--- src/rtl/shift_add_multiplier.sv ---
// Iterative unsigned 32x32->64 multiplier: one multiplier bit per cycle via shift_expander.
// Latency: 32 cycles from the operand accept edge to out_valid; initiation interval 34 cycles minimum.
// Backpressure: operands are taken only in IDLE; DONE holds product stable until out_ready is seen.
//
// Ports:
//   clk, rst_n           - clock, async active-low reset
//   in_valid/in_ready    - operand handshake (op_a multiplicand, op_b multiplier)
//   out_valid/out_ready  - result handshake (product = op_a*op_b)

// Partial-product stage: zero-extends the 32-bit operand to 64 bits and shifts it
// left by shift_index. Indices of 64 and above shift everything out, giving zero.
module shift_expander (
    input  logic [31:0] input_a,
    input  logic [6:0]  shift_index,
    output logic [63:0] output_b
);
    assign output_b = {32'd0, input_a} << shift_index;
endmodule

module shift_add_multiplier (
    input  logic        clk,
    input  logic        rst_n,
    input  logic        in_valid,
    output logic        in_ready,
    input  logic [31:0] op_a,
    input  logic [31:0] op_b,
    output logic        out_valid,
    input  logic        out_ready,
    output logic [63:0] product
);
    typedef enum logic [1:0] {
        IDLE = 2'd0,
        BUSY = 2'd1,
        DONE = 2'd2
    } state_t;

    state_t      state_q, state_d;
    logic [31:0] a_q, a_d;
    logic [31:0] b_q, b_d;
    logic [6:0]  idx_q, idx_d;
    logic [63:0] acc_q, acc_d;
    logic [63:0] partial;

    shift_expander u_shift_expander (
        .input_a     (a_q),
        .shift_index (idx_q),
        .output_b    (partial)
    );

    always_comb begin
        state_d = state_q;
        a_d     = a_q;
        b_d     = b_q;
        idx_d   = idx_q;
        acc_d   = acc_q;
        case (state_q)
            IDLE: begin
                if (in_valid) begin
                    a_d     = op_a;
                    b_d     = op_b;
                    acc_d   = 64'd0;
                    idx_d   = 7'd0;
                    state_d = BUSY;
                end
            end
            BUSY: begin
                // idx never leaves 0..31 here, so the low five bits select the multiplier bit.
                if (b_q[idx_q[4:0]]) begin
                    acc_d = acc_q + partial;
                end
                idx_d = idx_q + 7'd1;
                // Last bit: always run the full 32 steps so latency is operand independent.
                if (idx_q == 7'd31) begin
                    idx_d   = 7'd0;
                    state_d = DONE;
                end
            end
            DONE: begin
                if (out_ready) begin
                    state_d = IDLE;
                end
            end
            default: begin
                state_d = IDLE;
            end
        endcase
    end

    always_ff @(posedge clk or negedge rst_n) begin
        if (!rst_n) begin
            state_q <= IDLE;
            a_q     <= 32'd0;
            b_q     <= 32'd0;
            idx_q   <= 7'd0;
            acc_q   <= 64'd0;
        end else begin
            state_q <= state_d;
            a_q     <= a_d;
            b_q     <= b_d;
            idx_q   <= idx_d;
            acc_q   <= acc_d;
        end
    end

    // Handshake outputs depend on state only; no combinational path from inputs.
    assign in_ready  = (state_q == IDLE);
    assign out_valid = (state_q == DONE);
    assign product   = acc_q;

endmodule
--- config.mk ---
export PLATFORM = sky130hd
export DESIGN_NAME = shift_add_multiplier
export DESIGN_NICKNAME = d
export VERILOG_FILES = /design/src/rtl/shift_add_multiplier.sv
export SDC_FILE = /design/constraint.sdc
export NUM_CORES = 1
export LEC_CHECK = 0
export ABC_CLOCK_PERIOD_IN_PS = 11140
export CORE_MARGIN = 4
export CORE_UTILIZATION = 50
export DETAILED_ROUTE_END_ITERATION = 10
export PLACE_DENSITY = 0.72
export SLEW_MARGIN = 5
export SYNTH_ARGS = -nofsm -noshare
export SYNTH_HDL_FRONTEND = slang
export SYNTH_HIERARCHICAL = 1
export SYNTH_SLANG_ARGS = --single-unit
--- constraint.sdc ---
create_clock -name clk -period 11.14 [get_ports clk]
set_input_delay 1.114 -clock clk [delete_from_list [all_inputs] [get_ports clk]]
set_output_delay 1.114 -clock clk [all_outputs]
set_load 0.02 [all_outputs]
==> results of run 1 <==
registers in the layout, indices dropped and copies added, names as in the netlist:
signal and count:
product 64, b_q 32, state_q 2, idx_q 7, a_q 32
path summary, 6_finish.rpt:
| check | startpoint | to | slack (ns) | depth (start not counted) |
|---|---|---|---|---|
| max reg2reg | idx_q[4] | product[33] | 5.00 | 14 |
| min in group asynchronous | rst_n | product[18] | 0.68 | 1 |
| min | b_q[19] | b_q[19] | 0.47 | 2 |
| min reg2reg | b_q[19] | b_q[19] | 0.47 | 2 |
| max in group asynchronous | rst_n | idx_q[0] | 9.09 | 2 |
| max | idx_q[4] | product[33] | 5.00 | 14 |
layer usage:
layer,GRT usage,vias up,share of wire
met5,0,-,0
met4,0.0945,0,0.030
met3,0.0390,77,0.071
met2,0.422,486,0.44
met1,0.406,5360,0.46
li1,-,5392,-
metrics by stage:
stage | instance area [sq um] | setup WS (ns) | util | cells | hold WS, ns
after floorplan | 11900 | 6.82 | - | 1437 | 0.440
after global placement | 13300 | 5.33 | 0.567 | 1808 | 0.454
after detailed placement | 13300 | 5.24 | 0.567 | 1808 | 0.458
after CTS | 13900 | 5.22 | 0.594 | 1840 | 0.477
after global routing | 13900 | 4.64 | 0.594 | 1840 | 0.495
final | 13900 | 5.00 | 0.594 | 1840 | 0.474
final cells by class:
type,instances,area (sq um)
multi-input cells,1177,7940
flip-flops and latches,137,3430
repair buffers,147,1440
clock buffers,17,425
clock inverters,15,199
inverters,28,105
fillers,2136,9540
well taps,319,399
cell usage in the layout (no fill, tap or decap), types with 14 or more instances in the layout:
cell | netlist | layout
nand2_1 | 332 | 331
dfrtp_1 | 137 | 135
clkdlybuf4s50_1 | 0 | 132
nor2_1 | 96 | 96
a21oi_1 | 93 | 93
o21ai_0 | 86 | 86
ha_1 | 64 | 64
nand3_1 | 42 | 42
mux2i_1 | 35 | 35
a21o_1 | 33 | 33
xnor2_1 | 29 | 29
mux4_2 | 27 | 27
xor2_1 | 26 | 26
inv_1 | 25 | 25
nand4_1 | 25 | 25
o31ai_1 | 24 | 24
nor3_1 | 20 | 20
o22ai_1 | 19 | 19
clkbuf_16 | 0 | 17
mux2_2 | 16 | 16
buf_4 | 6 | 14
mux4_1 | 14 | 14
worst max-delay path, cell delays in order (launching register included):
cell and delay (ns):
dfrtp_1 0.99, clkinv_1 0.89, nor2_1 0.66, a2bb2oi_1 0.17, nor2_1 0.23, ha_1 0.35, a21oi_1 0.26, o21ai_0 0.20
a2111oi_1 0.70, a21oi_1 0.34, a21oi_1 0.35, o21ai_0 0.23, a221oi_1 0.34, xor2_1 0.17, o21ai_0 0.09
cells by family after synthesis:
group           count (synthesis)  share of synthesized area
fa+ha+maj                      65                     0.0687
simple gates                  570                      0.205
xor+xnor                       55                     0.0403
mux                           100                      0.138
buf+inv                       123                     0.0498
flops                         137                      0.287
compound gates                387                      0.211
==> impl_metrics.tcl, run 1 <==
set metrics [dict create \
    post_cts_resized 0 \
    detail-route-antenna-nets 0 \
    slew_viol_final 0 \
    fp-row-count 56 \
    synthTopCellsByCount "nand2_1 (332), dfrtp_1 (137), nor2_1 (96)" \
    dpl.hpwl_um 27800 \
    cts_made_buffers 17 \
    drtIter0Drc 1044 \
    crit_fanout 28 \
    worstMarginPinSlew_ns 0.986 \
    synth_top_area_share 0.287 \
    cp-start-kind "flip-flop" \
    outcome "completed" \
    wl_um 37000 \
    yosysMostFrequentCell "nand2_1" \
    avgViaCountPerCell 6.15 \
    finalCritPeriodShare 0.551 \
    postCtsSetupRepairBufs 0 \
    core-area_sq_mm 0.0235 \
    numPortBuffers 133 \
    routedWlPerCell_um 20.1 \
    worstPathRequired_ns 11.43 \
    yosysWarnings 6 \
    finalSetupTns_ns 0 \
    root_buffer "clkbuf_16" \
    grt_first_pass_wirelength_um 58100 \
    min_path_type "reg -> reg" \
    max_cap_violations 0 \
    cts.htree.levels 4 \
    cts_hold_buf 0 \
    synthTopCellsByArea "dfrtp_1 (29%), nand2_1 (10%), ha_1 (6.7%), mux4_2 (5.1%), a21oi_1 (3.9%)" \
    clk_path_buf_depth 2 \
    postSynthRegisterBits 137 \
    synthDistinctLibCells 82 \
    max_clock_freq_ghz 0.163 \
    cts_tree "yes" \
    syn-num-nets 1570 \
    cts_sinks 137 \
    nNetsFinal 1641 \
    critPathArrivalTime_ns 6.44 \
    place_congestion 0.997 \
    gr-total-overflow 0 \
    layout-drive-gt1-share 0.0776 \
    worst_setup_path_end_kind "flip-flop" \
    grt_setup_unrepaired "false" \
    avgSynthCellArea_sq_um 8.32 \
    areaGrowthSynthToFinish_pct 16.6 \
    finClkSkew_ns 0.0203 \
    slew_headroom 0.342 \
    dieArea_sq_mm 0.0264 \
    clkLatencyLatePin_ns 0.44 \
    timing_hold_violations_final 0 \
    drc 0 \
    path_clk_slew_ns 0.08 \
    grt_max_degree 73 \
    setup_viol 0 \
    die_x_um 163 \
    grt_pass1_vias 10600 \
    seq_area_frac_synth 0.287 \
    antenna_cells 0 \
    antenna_found_initial 0 \
    async_reset_ff_frac 1.00 \
    syn_inst 1437 \
    synth_area_sq_mm 0.0119 \
    synth_edf_count 0 \
    synth_flop_cell "dfrtp_1" \
    boundaryPins 134 \
    die_h_um 163 \
    grtUsageTotal 0.276 \
    num_vias 11300 \
    period_needed_ns 6.14 \
    initial_utilization 0.509 \
    yosys.area.top_type "dfrtp_1" \
    drt-pass1-iter-count 8 \
    path_class "reg -> reg" \
]
Power of run 1 is left out: the tool's default activity adds up to more than one toggle a clock period on the data nets, which glitch-free logic cannot reach.
==> inputs of run 2 (changes only) <==
--- a/config.mk
+++ b/config.mk
@@ -5,7 +5,7 @@
 export SDC_FILE = /design/constraint.sdc
 export NUM_CORES = 1
 export LEC_CHECK = 0
-export ABC_CLOCK_PERIOD_IN_PS = 11140
+export ABC_CLOCK_PERIOD_IN_PS = 5900
 export CORE_MARGIN = 4
 export CORE_UTILIZATION = 50
 export DETAILED_ROUTE_END_ITERATION = 10
==> constraint.sdc (replaced) <==
create_clock -name clk -period 5.9 [get_ports clk]
set_input_delay 0.59 -clock clk [delete_from_list [all_inputs] [get_ports clk]]
set_output_delay 0.59 -clock clk [all_outputs]
set_load 0.02 [all_outputs]
==> impl_metrics.tcl, run 2 (synthesis results as in run 1) <==
set metrics [dict create \
    die_x_um 163 \
    utilization 0.601 \
    slew_viol_final 0 \
    fin_ws_ns 0.453 \
    cp_cell_sequence "mux4_1 -> mux2_2 -> o21ai_0 -> o32ai_1 -> ha_1 -> a21oi_1 -> o21ai_0 -> or3_4 -> nor4_4 -> nor3_1 -> o211ai_1 -> a311oi_1 -> o21a_1 -> o31ai_1" \
    grt_setup_unrepaired "false" \
    cts_hold_buf 0 \
    worst_setup_path_end_kind "flip-flop" \
    dieArea_sq_mm 0.0264 \
    crit_fanout 35 \
    areaGrowthSynthToFinish_pct 18.0 \
    wl_um 37800 \
    outcome "completed" \
    num_vias 11400 \
    setup_viol 0 \
    slowest_delay_ns 0.77 \
    dpl.hpwl_um 28800 \
    antenna_cells 0 \
    grt_pass1_vias 11000 \
    cts.htree.levels 4 \
    clkLatencyLatePin_ns 0.44 \
    grtUsageTotal 0.286 \
    max_cap_violations 0 \
    max_clock_freq_ghz 0.184 \
    worstMarginPinSlew_ns 0.949 \
    fp-row-count 56 \
    finalCritPeriodShare 0.923 \
    numPortBuffers 133 \
    drc 0 \
    cts_made_buffers 17 \
    detail-route-antenna-nets 0 \
    grt_first_pass_wirelength_um 60600 \
    worstPathRequired_ns 6.24 \
    cts_sinks 137 \
    cp_num_buf_inv 0 \
    cts_tree "yes" \
    largest_reg_flops 64 \
    post_cts_resized 0 \
    routedWlPerCell_um 20.3 \
    min_path_type "in -> async" \
    final_common_cell "nand2_1" \
    slew_headroom 0.367 \
    core-area_sq_mm 0.0235 \
    nFillCells 2119 \
    mostFrequentLayoutCells "nand2_1 (331), dfrtp_1 (135), clkdlybuf4s50_1 (132), nor2_1 (96), a21oi_1 (93)" \
    die_h_um 163 \
    path_class "reg -> reg" \
    path_clk_slew_ns 0.07 \
    path_delay_family "compound AO/OA/AOI/OAI gates" \
    clk_path_buf_depth 2 \
    grt_max_degree 89 \
    dp_slack_ns 0.431 \
    finClkSkew_ns 0.0218 \
    nNetsFinal 1662 \
    drtIter0Drc 1095 \
    antenna_found_initial 0 \
    boundaryPins 134 \
    cp-start-kind "flip-flop" \
    critPathArrivalTime_ns 5.79 \
    postCtsSetupRepairBufs 0 \
    root_buffer "clkbuf_16" \
    finalSetupTns_ns 0 \
    avgViaCountPerCell 6.14 \
    gr-total-overflow 0 \
    path_common_cell "o21ai_0" \
    timing_hold_violations_final 0 \
    drt-pass1-iter-count 6 \
    place_congestion 0.983 \
    initial_utilization 0.509 \
    layout-drive-gt1-share 0.0901 \
    period_needed_ns 5.45 \
    slowest_stage "dfrtp_4" \
]
run 2: per-layer routing:
metal	vias up	global-route usage	wire length (um)
li1	5422	-	-
met1	5438	0.420	17300
met2	495	0.444	16900
met3	68	0.0347	2590
met4	0	0.0907	1090
met5	-	0	0
run 2: worst reg2reg max path, stage by stage (launching register included):
cell and delay, ns:
dfrtp_4 0.77, mux4_1 0.65, mux2_2 0.31, o21ai_0 0.55
o32ai_1 0.28, ha_1 0.44, a21oi_1 0.16, o21ai_0 0.12
or3_4 0.43, nor4_4 0.48, nor3_1 0.16, o211ai_1 0.39
a311oi_1 0.22, o21a_1 0.22, o31ai_1 0.19
run 2: cell type report:
type | instances | area [sq um] | share of cell area
Multi-Input combinational cell | 1177 | 7940 | 0.563
Sequential cell | 137 | 3430 | 0.243
Timing Repair Buffer | 168 | 1600 | 0.113
Clock buffer | 17 | 425 | 0.0302
Tap cell | 319 | 399 | 0.0283
Clock inverter | 15 | 205 | 0.0146
Inverter | 28 | 105 | 0.00745
run 2: path summary, 6_finish.rpt:
check	end	slack [ns]	from	cells after the start
max	product[60]	0.45	idx_q[0]	14
max in group asynchronous	product[61]	4.58	rst_n	2
min in group clk	b_q[19]	0.47	b_q[19]	2
min reg2reg	b_q[19]	0.47	b_q[19]	2
min	product[18]	0.19	rst_n	1
max reg2reg	product[60]	0.45	idx_q[0]	14
run 2: stage by stage:
| step | hold WS, ns | cells | cell area (sq um) |
|---|---|---|---|
| 6_report | 0.192 | 1861 | 14100 |
| 5_1_grt | 0.242 | 1861 | 14100 |
| 4_1_cts | 0.222 | 1861 | 14100 |
| 3_5_place_dp | 0.457 | 1829 | 13500 |
| 3_3_place_gp | 0.454 | 1829 | 13500 |
| 2_1_floorplan | 0.294 | 1437 | 11900 |
Power of run 2 is left out for the same reason.
